--- config.mk ---
export PLATFORM = sky130hd
export DESIGN_NAME = reg_bank
export DESIGN_NICKNAME = d
export VERILOG_FILES = /design/src/rtl/reg_bank.sv
export SDC_FILE = /design/constraint.sdc
export NUM_CORES = 1
export LEC_CHECK = 0
export CAP_MARGIN = 20
export CORE_AREA = 10 10 107 109
export CTS_CLUSTER_DIAMETER = 60
export DETAILED_ROUTE_END_ITERATION = 10
export DIE_AREA = 0 0 117 119
export GPL_ROUTABILITY_DRIVEN = 0
export GPL_TIMING_DRIVEN = 0
export PLACE_DENSITY = 0.79
export SETUP_SLACK_MARGIN = 0.4
export SLEW_MARGIN = 20
export SYNTH_ARGS = -nofsm -noshare
export SYNTH_HDL_FRONTEND = slang
export SYNTH_SLANG_ARGS = --single-unit
--- constraint.sdc ---
create_clock -name clk -period 2.7 [get_ports clk]
set_input_delay 0.54 -clock clk [delete_from_list [all_inputs] [get_ports clk]]
set_output_delay 0.54 -clock clk [all_outputs]
set_load 0.02 [all_outputs]
--- src/rtl/reg_bank.sv ---
// Parametrised register bank: one load/increment/clear write port and two registered read ports.
// Optional build macro REG_BANK_BYPASS_EN forwards a same-cycle write result to a colliding read.
module reg_bank #(
    parameter int WIDTH = 8,
    parameter int DEPTH = 8,
    parameter int AW    = 3
) (
    input  logic             clk,
    input  logic             rst,
    input  logic             wr_en,
    input  logic [1:0]       wr_op,
    input  logic [AW-1:0]    wr_addr,
    input  logic [WIDTH-1:0] wr_data,
    input  logic             rd_en,
    input  logic [AW-1:0]    rd_addr_a,
    input  logic [AW-1:0]    rd_addr_b,
    output logic [WIDTH-1:0] rd_data_a,
    output logic [WIDTH-1:0] rd_data_b,
    output logic             rd_valid,
    output logic             inc_ovf,
    output logic             addr_err
);

    typedef enum logic [1:0] {
        OP_HOLD  = 2'b00,
        OP_LOAD  = 2'b01,
        OP_INC   = 2'b10,
        OP_CLEAR = 2'b11
    } op_e;

`ifdef REG_BANK_BYPASS_EN
    localparam bit BYPASS = 1'b1;
`else
    localparam bit BYPASS = 1'b0;
`endif

    logic [WIDTH-1:0] regs [DEPTH];

    op_e              wr_kind;
    logic [WIDTH-1:0] old_wr;
    logic [WIDTH-1:0] old_a;
    logic [WIDTH-1:0] old_b;
    logic [WIDTH-1:0] new_val;
    logic             wr_ok;
    logic             ra_ok;
    logic             rb_ok;
    logic             wr_hit;
    logic             wraps;
    logic             bad_access;
    logic [WIDTH-1:0] next_a;
    logic [WIDTH-1:0] next_b;

    assign wr_kind = op_e'(wr_op);

    // DEPTH need not be a power of two, so entries are selected by scanning
    // rather than indexing, which keeps unused address codes harmless.
    always_comb begin
        old_wr = '0;
        old_a  = '0;
        old_b  = '0;
        for (int i = 0; i < DEPTH; i++) begin
            if (int'(wr_addr) == i) old_wr = regs[i];
            if (int'(rd_addr_a) == i) old_a = regs[i];
            if (int'(rd_addr_b) == i) old_b = regs[i];
        end
    end

    always_comb begin
        wr_ok  = int'(wr_addr) < DEPTH;
        ra_ok  = int'(rd_addr_a) < DEPTH;
        rb_ok  = int'(rd_addr_b) < DEPTH;
        wr_hit = wr_en && wr_ok;

        case (wr_kind)
            OP_LOAD:  new_val = wr_data;
            OP_INC:   new_val = old_wr + WIDTH'(1);
            OP_CLEAR: new_val = '0;
            default:  new_val = old_wr;
        endcase

        wraps      = wr_hit && (wr_kind == OP_INC) && (&old_wr);
        bad_access = (wr_en && !wr_ok) || (rd_en && (!ra_ok || !rb_ok));
    end

    // Read data selection: out-of-range reads return zero, collisions forward only in bypass builds.
    always_comb begin
        next_a = '0;
        next_b = '0;
        if (ra_ok) begin
            if (BYPASS && wr_hit && (rd_addr_a == wr_addr)) next_a = new_val;
            else                                             next_a = old_a;
        end
        if (rb_ok) begin
            if (BYPASS && wr_hit && (rd_addr_b == wr_addr)) next_b = new_val;
            else                                             next_b = old_b;
        end
    end

    always_ff @(posedge clk) begin
        if (rst) begin
            for (int i = 0; i < DEPTH; i++) regs[i] <= '0;
        end else if (wr_hit) begin
            for (int i = 0; i < DEPTH; i++) begin
                if (int'(wr_addr) == i) regs[i] <= new_val;
            end
        end
    end

    always_ff @(posedge clk) begin
        if (rst) begin
            rd_data_a <= '0;
            rd_data_b <= '0;
            rd_valid  <= 1'b0;
            inc_ovf   <= 1'b0;
            addr_err  <= 1'b0;
        end else begin
            rd_valid <= rd_en;
            inc_ovf  <= wraps;
            addr_err <= bad_access;
            if (rd_en) begin
                rd_data_a <= next_a;
                rd_data_b <= next_b;
            end
        end
    end

endmodule

==> impl_metrics.toml, run 1 <==
[clock_network]
clockBufferDepth = 2
insertion_delay_ns = 0.37
cts_num_sinks = 82
cts_hold_buf = 0
clk_pin_slew_ns = 0.09
htreeDepth = 3
cts_made_buffers = 9
cts_tree = "built"
cts-root-buf = "clkbuf_8"

[logic_synthesis]
synth.avg_cell_area_sq_um = 10.14
synth_enable_flop_cells = 64
synthFlopType = "edfxtp_1"
syn_inst = 527
synth_warnings = 0
syn_nets = 551
synth_seq_cells = 82
synth-async-reset-ratio = 0
syn_area_sq_um = 5344
ys_seq_area_frac = 0.4271
ys_types = 70

[finish]
layout_commonest_cell = "edfxtp_1"
fin_nets = 617
final_cell_mix = "edfxtp_1 (64), nor2_1 (54), nand2_1 (39)"
fin_util = 0.6717
diodes = 0
syn2layout_area_growth_pct = 18.89
drive_above_1_share = 0.2124

[grt]
grt_max_degree = 15
antenna_found_initial = 0
grt_usage = 0.2370
grt_pass1_wl_mm = 25.40
overflow = 0
grt_pass1_vias = 4682

[floorplan]
die_area_sq_um = 13920
start_util = 0.5649
core_sq_um = 9459
rows = 36
io_pins = 42
die_h_um = 119
die_w_um = 117

[power_and_ir_drop]
power.internal_w = 0.002144
powerDensity_nw_per_um2 = 490.7
power_frac_seq = 0.487
switching_share = 0.3125
power.clock.fraction = 0.280
leakage_nw = 2.398
p_sw_w = 0.0009742
vdd_drop_max_v = 0.0002254
p_total_w = 0.003118
pwr-share-comb = 0.233

[placement]
place_ws_ns = -0.5861
dp_hpwl_mm = 12.54
io_buffers = 35

[outcome]
status = "finished clean"

[drt]
dr.pass1.iters = 6
ant_nets = 0
wl_per_cell_um = 23.84
drt_iter0_drc = 703
vias_per_cell = 6.890
drc = 0
num_vias = 4906
drt-total-wl_mm = 16.98

[sta]
hold_violations = 0
drv_slew = 0
period_share = 0.8686
period_needed_ns = 2.345
fmax_mhz = 426.4
setup_viol = 0
fin_ws_ns = 0.3547
worst_pin_slew_ns = 0.6613
max_slew_margin = 0.5591
rsz0062_at_grt = "yes"
timing.setup.tns_ns = 0
skew_ns = 0.005126

[hold_path]
hold_path_class = "reg -> reg"
hold_depth = 2

[setup_path]
crit_fanout = 7
start_kind = "flop"
critPathKind = "reg -> reg"
required_ns = 2.91
worstPathArrival_ns = 2.56
worstSetupEndpointType = "flop"
rr_worst_depth = 7

[flow_run]
maxCapViolations = 0
-- metrics by stage --
stage	std cells	hold WS, ns	area [sq um]
2_1_floorplan	527	0.5540	5416
3_3_place_gp	676	0.4725	5909
3_5_place_dp	676	0.4786	5909
4_1_cts	699	0.4899	6170
5_1_grt	712	0.5212	6354
6_report	712	0.4844	6354
-- worst paths after layout --
kind	startpoint	endpoint	slack, ns
setup / recovery	regs[1][17]	regs[1][14]	0.35
hold / removal	rd_data_b[2]	rd_data_b[2]	0.48
setup reg to reg	regs[1][17]	regs[1][14]	0.35
hold reg to reg	rd_data_b[2]	rd_data_b[2]	0.48
-- logic make-up after synthesis --
group / synth area share
DFF: 0.4271
buffers and inverters: 0.04846
AOI/OAI and AO/OA: 0.2526
muxes: 0.1234
other: 0.0007017
adders and majority gates: 0.002341
and+or+nand+nor: 0.1454
-- sequential cells by signal, indices dropped and copies added (netlist names) --
name and count:
regs 64, rd_data_a 8, rd_data_b 8, inc_ovf 1, rd_valid 1
-- area by class of cell --
cell class,count,area (sq um)
fillers,769,3105
flip-flops and latches,82,2282
plain buffers,40,254.0
clock inverters,5,35.03
clock buffers,11,151.4
well taps,114,142.6
inverters,11,41.29
multi-input cells,394,2949
repair buffers,55,498.0
-- critical path, cell delays in order (launching register included) --
cell and delay (ns):
edfxtp_1 0.43, mux4_2 0.49, and2_4 0.17, a21o_1 0.20
ha_4 0.19, and2_4 0.15, a211o_4 0.37, a31oi_2 0.19
-- Yosys cell counts, types with 6 or more instances --
cell type   n  area (sq um)
a211oi_1    6         45.04
a21o_1     16         120.1
a21oi_1    39         195.2
a22o_1      8         70.07
a311oi_1    6         52.55
a31oi_1     6         37.54
clkbuf_1   28         105.1
dfxtp_1    18         360.4
edfxtp_1   64          1922
inv_1       9         33.78
mux2_2     10         112.6
mux2i_1    30         300.3
nand2_1    39         146.4
nand2b_1   13         81.33
nand3_1    11         55.05
nor2_1     55         206.5
nor2b_1     8         50.05
nor3_1     10         50.05
o211ai_1    9         67.56
o21ai_0    21         105.1
o221ai_1    8         70.07
o2bb2ai_1   6         52.55
o31a_1      7         61.31
or2_2       6         37.54
-- per-layer routing --
metal | wire length [um] | track usage | vias to the layer above
li1 | - | - | 2165
met1 | 6421 | 0.2995 | 2326
met2 | 8154 | 0.3802 | 351
met3 | 1875 | 0.04869 | 64
met4 | 525 | 0.1059 | 0
met5 | 0 | 0 | -
-- power groups by stage --
| stage | logic, W | clock network (W) | registers, W |
|---|---|---|---|
| 5_1_grt | 0.000771 | 0.000925 | 0.00152 |
| 2_1_floorplan | 0.000435 | 0 | 0.00153 |
| 4_1_cts | 0.000673 | 0.000868 | 0.00151 |
| 6_report | 0.000728 | 0.000872 | 0.00152 |
| 3_3_place_gp | 0.000634 | 0 | 0.00154 |
| 3_5_place_dp | 0.000648 | 0 | 0.00154 |
-- repair_timing --
item,CTS,global route
endpoints found under the setup margin,108,80
buffers inserted,7,13
gates resized for setup,16,28
pin swaps,2,17
No activity file was read; power rests on OpenSTA's default activity.
==> inputs of run 2 (changes only) <==
Settings changed: REMOVE_ABC_BUFFERS set to 1.
==> run 2 against run 1 <==
  * Maximum frequency down 1.4%
  * First-iteration DRC count down 2.3%
  * Die area unchanged
  * Critical path depth down 1
  * Hold slack better by 0.0029 ns
  * Global-route usage down 1.1 points
  * Non-clock buffer count down 15
  * Wire length up 1.7%
  * Final area up 5.2%
  * Register-to-register slack worse by 0.03 ns
  * Largest power group unchanged
  * Worst setup slack worse by 0.033 ns
  * Critical path type unchanged
==> impl_metrics.toml, run 2 (same netlist as run 1, synthesis figures left out) <==
[outcome]
status = "finished clean"

[placement]
dp_hpwl_mm = 11.09
io_buffers = 40

[sta]
max_slew_margin = 0.3590
skew_ns = 0.01224
period_share = 0.8810
period_needed_ns = 2.379
fmax_mhz = 420.4
setup_viol = 0
drv_slew = 0
rsz0062_at_grt = "yes"
worst_pin_slew_ns = 0.9615
hold_violations = 0

[hold_path]
hold_path_class = "reg -> reg"
hold_depth = 2
hold-path-endpoint = "rd_data_a[6]"
hold_start = "rd_data_a[6]"

[setup_path]
reg2reg_from = "regs[1][21]"
rr_worst_depth = 6
critPathKind = "reg -> reg"
worstPathArrival_ns = 2.47
worstSetupEndpointType = "flop"
ff2ff_setup_slack_ns = 0.32
start_kind = "flop"
critPathMostFrequentCell = "mux2_2"
crit_fanout = 7
slowest_delay_ns = 0.50
crit_chain = "mux2_2 > a22oi_2 > a22oi_4 > mux2_2 > a32oi_4 > nand2_1"
cp_slowest_cell = "edfxtp_1"
r2r-end = "regs[1][21]"
required_ns = 2.79

[floorplan]
die_h_um = 119
core_sq_um = 9459
die_area_sq_um = 13920
io_pins = 42
start_util = 0.5649
rows = 36
die_w_um = 117

[finish]
layout_commonest_cell = "edfxtp_1"
final_cell_mix = "edfxtp_1 (64), nor2_1 (53), nand2_1 (39)"
fin_nets = 602
diodes = 0
largest-register = "regs"
nFillCells = 635
drive_above_1_share = 0.2727
syn2layout_area_growth_pct = 25.08
fin_util = 0.7066
largest_register_ffs = 64
reg.largest.list = "regs: 64 flops, rd_data_a: 8 flops, rd_data_b: 8 flops"

[clock_network]
cts_tree = "built"
cts-root-buf = "clkbuf_8"
cts_made_buffers = 9
htreeDepth = 3
cts_hold_buf = 0
insertion_delay_ns = 0.37
clockBufferDepth = 2
cts_num_sinks = 82
clk_pin_slew_ns = 0.09

[drt]
vias_per_cell = 7.126
wl_per_cell_um = 24.78
drt-total-wl_mm = 17.27
drc = 0
ant_nets = 0
dr.pass1.iters = 5
num_vias = 4967
drt_iter0_drc = 687

[grt]
grt_pass1_vias = 4506
grt_max_degree = 42
grt_usage = 0.2261
antenna_found_initial = 0
overflow = 0
grt_pass1_wl_mm = 24.72

[power_and_ir_drop]
p_total_w = 0.003333
vdd_drop_max_v = 0.0002945
powerDensity_nw_per_um2 = 498.7
leakage_nw = 2.484

[flow_run]
maxCapViolations = 0
## run 2: cell count changes in the layout (fill, tap and decap cells not counted), moves of 6 or more
cell,delta
buf_4,+6
a21oi_1,-11
a21oi_2,+9
clkbuf_1,-19
buf_12,+7
## run 2: worst max path at each step
stage           startpoint           to  slack [ns]  cells past startpoint
2_1_floorplan   wr_addr[0]  regs[1][18]        0.28                      8
3_3_place_gp    wr_addr[1]  regs[1][18]       -1.68                     10
3_5_place_dp    wr_addr[0]  regs[1][26]       -1.50                      9
4_1_cts         wr_addr[2]  regs[0][25]        0.34                     11
5_1_grt        regs[1][21]  regs[1][21]        0.28                      6
6_report       regs[1][21]  regs[1][21]        0.32                      6
## run 2: power breakdown
group | internal, W | total [W] | switching, W
clock | 0.000549 | 0.00103 | 0.000479
combinational | 0.000345 | 0.000786 | 0.000441
sequential | 0.00144 | 0.00152 | 0.0000772
total | 0.00234 | 0.00333 | 0.000997
## run 2: metrics by stage
stage | cell area [sq um] | instances | setup slack, ns | setup TNS, ns | hold WS [ns]
floorplan | 5126 | 487 | 0.2820 | 0 | 0.5490
global placement | 5669 | 641 | -1.679 | -142.26 | 0.4731
detailed placement | 5714 | 644 | -1.496 | -101.85 | 0.4774
CTS | 6145 | 673 | 0.3442 | 0 | 0.4887
global route | 6684 | 697 | 0.2764 | 0 | 0.5197
finish | 6684 | 697 | 0.3214 | 0 | 0.4873
## run 2: layout make-up
class                   instances  area [sq um]  share of cell area
clock buffers                  12         145.1             0.02171
clock inverters                 4         76.32             0.01142
inverters                      11         47.55            0.007113
multi-input cells             394          3134              0.4689
flip-flops and latches         82          2282              0.3414
well taps                     114         142.6             0.02134
repair buffers                 80         855.8              0.1280
## run 2: layer usage
layer  track usage  part of all wire  up-vias
met5             0                 0        -
met4        0.1005             0.056        0
met3       0.03514              0.11       93
met2        0.3633              0.47      410
met1        0.2927              0.36     2332
li1              -                 -     2132
## run 2: what timing repair did
action                                  CTS  global route
buffers inserted                         13            21
pin swaps                                 7            24
cloned                                    0             3
resized for setup                        51            61
endpoints found under the setup margin  137            78
## run 2: critical path: cells and delay by family, from the launching register on
| kind | cells | cell delay [ns] |
|---|---|---|
| mux | 2 | 0.65 |
| flops | 1 | 0.50 |
| simple gates | 1 | 0.20 |
| compound gates | 3 | 0.75 |
